===== config.mk =====
export PLATFORM = sky130hd
export DESIGN_NAME = cfu_l1_to_l2_shim
export DESIGN_NICKNAME = d
export VERILOG_FILES = /design/src/rtl/cfu_l1_to_l2_shim.sv
export SDC_FILE = /design/constraint.sdc
export NUM_CORES = 1
export LEC_CHECK = 0
export ABC_AREA = 1
export BUFFER_PORTS_ARGS = -buffer_cell sky130_fd_sc_hd__buf_4
export CORE_ASPECT_RATIO = 1.25
export CORE_MARGIN = 1
export CORE_UTILIZATION = 40
export CTS_BUF_LIST = sky130_fd_sc_hd__clkbuf_8 sky130_fd_sc_hd__clkbuf_16
export CTS_CLUSTER_SIZE = 20
export DETAILED_ROUTE_END_ITERATION = 10
export GPL_TIMING_DRIVEN = 0
export PLACE_DENSITY = 0.65
export SYNTH_ARGS = -nofsm -noshare
export SYNTH_HDL_FRONTEND = slang
export SYNTH_SLANG_ARGS = --single-unit

===== constraint.sdc =====
create_clock -name clk -period 4.7 [get_ports clk]
set_input_delay 0.235 -clock clk [delete_from_list [all_inputs] [get_ports clk]]
set_output_delay 0.235 -clock clk [all_outputs]
set_load 0.01 [all_outputs]

===== src/rtl/cfu_l1_to_l2_shim.sv =====
// cfu_l1_to_l2_shim: bridges a ready/valid (L2) CFU-LI requester onto a
// fixed-latency (L1) CFU. L1 responses land in a small FIFO so the requester
// can stall responses; a credit counter keeps in-flight + buffered <= DEPTH.

package cfu_li_pkg;
  typedef logic [2:0] cfu_status_t;
  localparam cfu_status_t CFU_OK    = 3'd0;
  localparam cfu_status_t CFU_ERROR = 3'd1;
endpackage

module cfu_l1_to_l2_shim
  import cfu_li_pkg::*;
#(
  parameter int unsigned CFU_LI_VERSION = 'h01_00_00,
  parameter int unsigned CFU_N_CFUS     = 1,
  parameter int unsigned CFU_N_STATES   = 1,
  parameter int unsigned CFU_LATENCY    = 2,
  parameter int unsigned CFU_FUNC_ID_W  = 10,
  parameter int unsigned CFU_INSN_W     = 0,
  parameter int unsigned CFU_DATA_W     = 32,
  parameter int unsigned DEPTH          = CFU_LATENCY + 1,
  localparam int unsigned CFU_CFU_ID_W   = $clog2(CFU_N_CFUS),
  localparam int unsigned CFU_STATE_ID_W = $clog2(CFU_N_STATES),
  // Zero-width fields are carried as a single (ignored) bit on the ports.
  localparam int unsigned CID_PW  = (CFU_CFU_ID_W   > 0) ? CFU_CFU_ID_W   : 1,
  localparam int unsigned SID_PW  = (CFU_STATE_ID_W > 0) ? CFU_STATE_ID_W : 1,
  localparam int unsigned INSN_PW = (CFU_INSN_W     > 0) ? CFU_INSN_W     : 1
) (
  input  logic                     clk,
  input  logic                     rst,
  input  logic                     clk_en,
  // L2 request
  input  logic                     req_valid,
  output logic                     req_ready,
  input  logic [CID_PW-1:0]        req_cfu,
  input  logic [SID_PW-1:0]        req_state,
  input  logic [CFU_FUNC_ID_W-1:0] req_func,
  input  logic [INSN_PW-1:0]       req_insn,
  input  logic [CFU_DATA_W-1:0]    req_data0,
  input  logic [CFU_DATA_W-1:0]    req_data1,
  // L2 response
  output logic                     resp_valid,
  input  logic                     resp_ready,
  output cfu_status_t              resp_status,
  output logic [CFU_DATA_W-1:0]    resp_data,
  // L1 request
  output logic                     cfu_req_valid,
  output logic [CID_PW-1:0]        cfu_req_cfu,
  output logic [SID_PW-1:0]        cfu_req_state,
  output logic [CFU_FUNC_ID_W-1:0] cfu_req_func,
  output logic [CFU_DATA_W-1:0]    cfu_req_data0,
  output logic [CFU_DATA_W-1:0]    cfu_req_data1,
  // L1 response
  input  logic                     cfu_resp_valid,
  input  cfu_status_t              cfu_resp_status,
  input  logic [CFU_DATA_W-1:0]    cfu_resp_data,
  output logic                     proto_err
);

  // Elaboration-time parameter sanity
  if (CFU_LI_VERSION != 32'h01_00_00) begin : g_bad_version
    $error("cfu_l1_to_l2_shim: unsupported CFU_LI_VERSION");
  end
  if (CFU_DATA_W != 32 && CFU_DATA_W != 64) begin : g_bad_data_w
    $error("cfu_l1_to_l2_shim: CFU_DATA_W must be 32 or 64");
  end
  if (DEPTH < 1) begin : g_bad_depth
    $error("cfu_l1_to_l2_shim: DEPTH must be >= 1");
  end

  localparam int unsigned PW = (DEPTH > 1) ? $clog2(DEPTH) : 1;
  localparam int unsigned CW = $clog2(DEPTH + 1);
  localparam logic [PW-1:0] LAST = PW'(DEPTH - 1);
  localparam logic [CW-1:0] FULL = CW'(DEPTH);

  typedef struct packed {
    cfu_status_t           status;
    logic [CFU_DATA_W-1:0] data;
  } rsp_t;

  logic [CW-1:0] credits_q, credits_d;
  logic [CW-1:0] cnt_q, cnt_d;
  logic [PW-1:0] rd_q, rd_d, wr_q, wr_d;
  rsp_t          mem_q [DEPTH];
  rsp_t          mem_d [DEPTH];
  rsp_t          head_q, head_d;
  logic          resp_valid_q, resp_valid_d;
  logic          proto_err_q, proto_err_d;
  logic          accept, pop, push, full, expect_rsp;
  logic          unused_insn;

  assign unused_insn = ^req_insn;

  // Handshakes. A pop in the same cycle frees a slot, so an accept is still
  // safe at zero credits; this is what sustains one request per cycle.
  assign pop       = clk_en && resp_valid_q && resp_ready;
  assign req_ready = !rst && clk_en && (credits_q != '0 || pop);
  assign accept    = req_valid && req_ready;
  assign full      = (cnt_q == FULL);
  assign push      = clk_en && cfu_resp_valid && (!full || pop);

  assign cfu_req_valid = accept;
  assign cfu_req_cfu   = req_cfu;
  assign cfu_req_state = req_state;
  assign cfu_req_func  = req_func;
  assign cfu_req_data0 = req_data0;
  assign cfu_req_data1 = req_data1;

  assign resp_valid  = resp_valid_q;
  assign resp_status = head_q.status;
  assign resp_data   = head_q.data;
  assign proto_err   = proto_err_q;

  // Issue tracker: bit LATENCY-1 flags the cycle a response is due
  if (CFU_LATENCY == 0) begin : g_lat0
    assign expect_rsp = accept;
  end else begin : g_trk
    logic [CFU_LATENCY-1:0] trk_q, trk_d;
    // Shift in accepts while enabled
    always_comb begin
      trk_d = trk_q;
      if (clk_en) trk_d = (trk_q << 1) | CFU_LATENCY'(accept);
    end
    // Tracker register
    always_ff @(posedge clk) begin
      if (rst) trk_q <= '0;
      else     trk_q <= trk_d;
    end
    assign expect_rsp = trk_q[CFU_LATENCY-1];
  end

  // Next-state for credits, FIFO, registered head and error flag
  always_comb begin
    credits_d = credits_q;
    if (accept && !pop)                          credits_d = credits_q - 1'b1;
    else if (pop && !accept && credits_q != FULL) credits_d = credits_q + 1'b1;

    mem_d = mem_q;
    wr_d  = wr_q;
    rd_d  = rd_q;
    cnt_d = cnt_q;
    if (push) begin
      mem_d[wr_q] = {cfu_resp_status, cfu_resp_data};
      wr_d        = (wr_q == LAST) ? '0 : wr_q + 1'b1;
    end
    if (pop) rd_d = (rd_q == LAST) ? '0 : rd_q + 1'b1;
    case ({push, pop})
      2'b10:   cnt_d = cnt_q + 1'b1;
      2'b01:   cnt_d = cnt_q - 1'b1;
      default: cnt_d = cnt_q;
    endcase

    // Output register tracks the head the FIFO will present next cycle
    resp_valid_d = (cnt_d != '0);
    head_d       = mem_d[rd_d];

    proto_err_d = proto_err_q;
    if (clk_en && ((cfu_resp_valid != expect_rsp) || (cfu_resp_valid && full && !pop)))
      proto_err_d = 1'b1;
  end

  // State registers
  always_ff @(posedge clk) begin
    if (rst) begin
      credits_q    <= FULL;
      cnt_q        <= '0;
      rd_q         <= '0;
      wr_q         <= '0;
      resp_valid_q <= 1'b0;
      head_q       <= '{status: CFU_OK, data: '0};
      proto_err_q  <= 1'b0;
      for (int i = 0; i < int'(DEPTH); i++) mem_q[i] <= '0;
    end else begin
      credits_q    <= credits_d;
      cnt_q        <= cnt_d;
      rd_q         <= rd_d;
      wr_q         <= wr_d;
      resp_valid_q <= resp_valid_d;
      head_q       <= head_d;
      proto_err_q  <= proto_err_d;
      mem_q        <= mem_d;
    end
  end

endmodule


Word level (Yosys, flattened, before mapping). Index checks and enable logic that the tools add are counted.

Register bits after elaboration: 152. Input port bits: 118. Output and inout bits: 115. Word-level logic and storage cells: 71.

$add $sub $neg: 6. Magnitude comparators: 3. Equality and inequality tests: 7. Muxes and demuxes: 13. Bitwise operators: 3. Reduce and logical (&&, ||, !) cells: 24.

Operators with widths (number): $bwmux 105 (1); $mux 105 (1); $mux 35 (3); $bmux 35 s2 (1); $demux 35 s2 (1); $logic_and 1x1->1 (14); $mux 2 (5); $add 2x1->2 const B (4); $eq 2x2->1 const B (4); $ge 3x3->1 const B (2); $not 2->3 (2); $reduce_bool 2->1 (3); $logic_not 1->1 (4); $pmux 2 s2 (1); $sub 2x1->2 const B (2); $logic_or 1x1->1 (3); $lt 3x1->1 const B (1); $eq 2x1->1 const B (1); $ne 2x2->1 const B (1); $or 2x1->2 (1); $ne 1x1->1 (1).

Longest topological paths before layout.
Word-level depth: 10. Gate-level depth with buffers: 11. Depth with buffers taken out: 10.

Worst setup path before layout. No wires, ideal clock.

Path kind: register to register. Start point: register resp_valid_q (netlist: resp_valid). End point: register resp_valid_q (netlist: resp_valid). Setup time: 0.129 ns. Arrival time: 1.678 ns. Data required time: 4.571 ns. Setup slack: 2.892 ns. Stages on the path, launching flop included: 10. Buffers on the path: 1. Clock period less this slack: 1.808 ns. Path through: dfxtp_1 -> nand3_4 -> nand2_4 -> nand2_4 -> buf_2 -> ha_1 -> a21oi_1 -> o21ai_0 -> nor2_1 -> o22ai_1.

Longest elaborated chain between the ends: 7. Elaborated cells between the ends (all ways): 8. Those cells by class: eq/ne (2); mux (1); reduce/logical (5).

RTL lines: start, declared (line 87) `logic resp_valid_q, resp_valid_d;`; start signal, assigned (line 178) `resp_valid_q <= resp_valid_d;`; $logic_and 1x1->1 * (2 in series) (line 96) `assign pop = clk_en && resp_valid_q && resp_ready;`; $logic_or 1x1->1 (line 100) `assign push = clk_en && cfu_resp_valid && (!full || pop);`; $logic_and 1x1->1 (line 100); $eq 2x1->1 / $eq 2x2->1 (equally long branches) (line 147) `case ({push, pop})`; $pmux 2 s2 * (line 147); $reduce_bool 2->1 * (line 154) `resp_valid_d = (cnt_d != '0);`.

Every way passes the cells marked *; elsewhere a longest branch is shown, timed or not. A chain may end at the register's enable or synchronous reset.

Final worst setup path. Same ends and word-level chain as after synthesis.

==> reports/results.txt <==
Crit-path max cell delay: 0.38 ns
Crit path cell chain: nand3_4, nand2_4, nand2_4, buf_2, ha_1, a21oi_1, o21ai_0, nor2_1, o22ai_1
Flops & latches, synth: 152
Kind of cell adding the most delay to the critical path: simple AND/OR/NAND/NOR gates
Max Fclk: 476 MHz
WL/cell: 15.2 microns
Worst hold path type: in2reg
Synth Instances: 1227
Gr usage total: 24.5%
Max FO, Critical Path: 10
Final setup viols: 0
DRT iter0 DRCs: 608
HPWL after detailed placement: 17.6 mm
WP buf/inv: 1
Reg2reg path depth: 9
Power Total: 3.72 mW
Fraction of layout cells with a size suffix above 1: 23.6%
CTS tree: yes
Filler instances: 1996
Post-CTS Resized: 0
Clk buf depth: 2
Sink Count: 152
Antenna-violating nets left: 0
Max VDD drop: 0.000266 V
Max Cap Violations: 0
WHS Endpoint: g_trk.trk_q[1]
Die width: 129 microns
Main area contributors after synthesis: dfxtp_1 (37%), nand2_1 (24%), nand3_1 (14%), buf_4 (7.2%), a21oi_1 (6.8%)
Die Area: 20900 sq um
Total gr overflow: 0
Slew Limit Fails: 0
CTS Hold Buffers Added: 0
GPL Wtd Cong: 0.825
Root buf cell: clkbuf_16
Reg-to-Reg End: resp_valid
Largest area contributor in the netlist: dfxtp_1
Max transition margin: 55.9%
CP Data Required Time: 5.00 ns
Initial antenna violation count: 0
Port Buffers: 154
Post CTS Setup Buffer Count: 0
Pwr/cell area: 360 nW/um^2
Tmin final: 2.10 ns
H-tree lvl count: 4
Area of the core: 19700 sq um
Row count: 57
WL final: 25.4 mm
Vias in the first global route: 7819
Design area: 10300 sq um
Register area share after synthesis: 37.5%
Status: complete, no violations
Critical path class: reg2reg
Period utilisation layout: 44.7%
Nets: 1519
Min-Delay Startpoint: clk_en
R2r setup slk: 2.60 ns
Pin count of the biggest net entering global routing: 17
Area of placed instances: 9610 sq um
Mapped cell area: 8120 sq um
Diode count: 0
Syn Nets: 1346
First-pass GRT wire length: 39.7 mm
Skew-Pair Late Insertion Delay: 0.44 ns
Critical path data arrival time: 2.40 ns
Synth top area share: 37.5%
First drt pass iteration count: 5
Via count: 8643
Die Ht: 161 microns
Leakage power: 5.16 nW
Worst Tran Pin Value: 0.662 ns
Cts bufs inserted: 17
Netlist cell types: 27
Startpoint types: flop
Final Hold Vio Count: 0
Slowest CP cell: dfxtp_1
Unrepaired setup endpoints after global routing: no
Setup TNS: 0 ns
Vias per std cell: 5.15
Drc violations: 0
CP dominant cell by count: nand2_4
Yosys warns: 0
Worst r2r src: resp_valid
WHS Path Cells: 3
Clock Skew: 0.00779 ns
Initial Utilization: 41.3%
Ports: 233
P&R area growth vs syn: 27.2%
CP endpoint kind: flop
Clk slew on worst S/H paths: 0.06 ns
Mapped Avg Cell Area: 6.62 sq um
-- worst max-delay path by stage --
stage / to / startpoint / cells past startpoint / slack, ns
finish: resp_valid / resp_valid / 9 / 2.60
global route: resp_valid / cnt_q[0] / 10 / 2.41
CTS: resp_valid / resp_valid / 9 / 2.59
detailed placement: resp_valid / cnt_q[0] / 10 / 2.62
global placement: resp_valid / resp_valid / 9 / 2.64
floorplan: resp_valid / resp_valid / 9 / 2.89
-- kinds of logic after synthesis --
| kind of cell | after synthesis | synth area share [%] |
|---|---|---|
| compound gates | 118 | 7.60 |
| xor+xnor | 1 | 0.108 |
| fa+ha+maj | 1 | 0.154 |
| buf+inv | 173 | 12.9 |
| flops | 152 | 37.5 |
| simple gates | 782 | 41.7 |
-- area by class of cell --
| type | instances | area [sq um] | share of cell area (%) |
|---|---|---|---|
| Buffer | 155 | 978 | 9.47 |
| Clock buffer | 17 | 425 | 4.12 |
| Clock inverter | 15 | 298 | 2.88 |
| Inverter | 18 | 72.6 | 0.702 |
| Multi-Input combinational cell | 902 | 4030 | 39.0 |
| Sequential cell | 152 | 3040 | 29.5 |
| Tap cell | 265 | 332 | 3.21 |
| Timing Repair Buffer | 154 | 1160 | 11.2 |
-- layer usage --
metal / part of all wire, % / wire, microns / vias to the layer above / GRT usage (%)
met5: 0 / 0 / - / 0
met4: 2.4 / 608 / 0 / 9.88
met3: 6.4 / 1620 / 48 / 4.24
met2: 49 / 12600 / 328 / 42.4
met1: 42 / 10600 / 3975 / 29.9
li1: - / - / 4292 / -
-- cell usage after synthesis --
master / instances
xor2_1: 1
ha_1: 1
buf_1: 3
nand3_1: 235
nand2_4: 2
o21ai_4: 1
nand3_4: 1
o21ai_0: 2
dfxtp_1: 152
buf_4: 78
clkbuf_1: 36
nand4_1: 2
inv_2: 5
a21oi_4: 1
buf_6: 9
inv_6: 1
inv_1: 12
nand2_1: 511
nor2_2: 2
nand3_2: 18
o22ai_1: 1
buf_2: 29
o211ai_1: 1
a21oi_1: 111
o21ai_1: 1
nor2_1: 10
nor2_4: 1
-- flip-flops by register name, summed over array words and instances (netlist names) --
signal,flops
credits_q,2
cnt_q,2
resp_valid,1
proto_err,1
wr_q,2
mem_q,105
g_trk.trk_q,2
rd_q,2
resp_status,3
resp_data,32
-- cells in the final DEF, fill, tap and decap left out, drive strengths merged --
cell type / synthesis / final
nand2: 513 / 513
buf: 119 / 273
nand3: 254 / 254
dfxtp: 152 / 152
a21oi: 112 / 112
clkbuf: 36 / 53
inv: 18 / 19
nor2: 13 / 13
bufinv: 0 / 8
o21ai: 4 / 4
clkinv: 0 / 3
clkinvlp: 0 / 3
nand4: 2 / 2
xor2: 1 / 1
o22ai: 1 / 1
o211ai: 1 / 1
ha: 1 / 1
-- worst min-delay path: stages --
cell	delay, ns
buf_4	0.12
o21ai_0	0.08
nor2_1	0.08
-- metrics by stage --
stage | hold slack (ns) | cells | util (%) | worst slack (ns)
after CTS | 0.117 | 1678 | 52.5 | 2.59
after detailed placement | 0.446 | 1646 | 48.8 | 2.62
final | 0.113 | 1678 | 52.5 | 2.60
after floorplan | 0.387 | 1227 | - | 2.89
after global routing | 0.141 | 1678 | 52.5 | 2.41
after global placement | 0.440 | 1646 | 48.8 | 2.64
-- power breakdown --
group	leakage (nW)	switching (mW)	internal, mW
combinational	3.58	0.378	0.273
sequential	1.24	0.0263	1.35
clock	0.340	0.584	1.11
total	5.16	0.988	2.73
(Power assumes the default switching activity.)
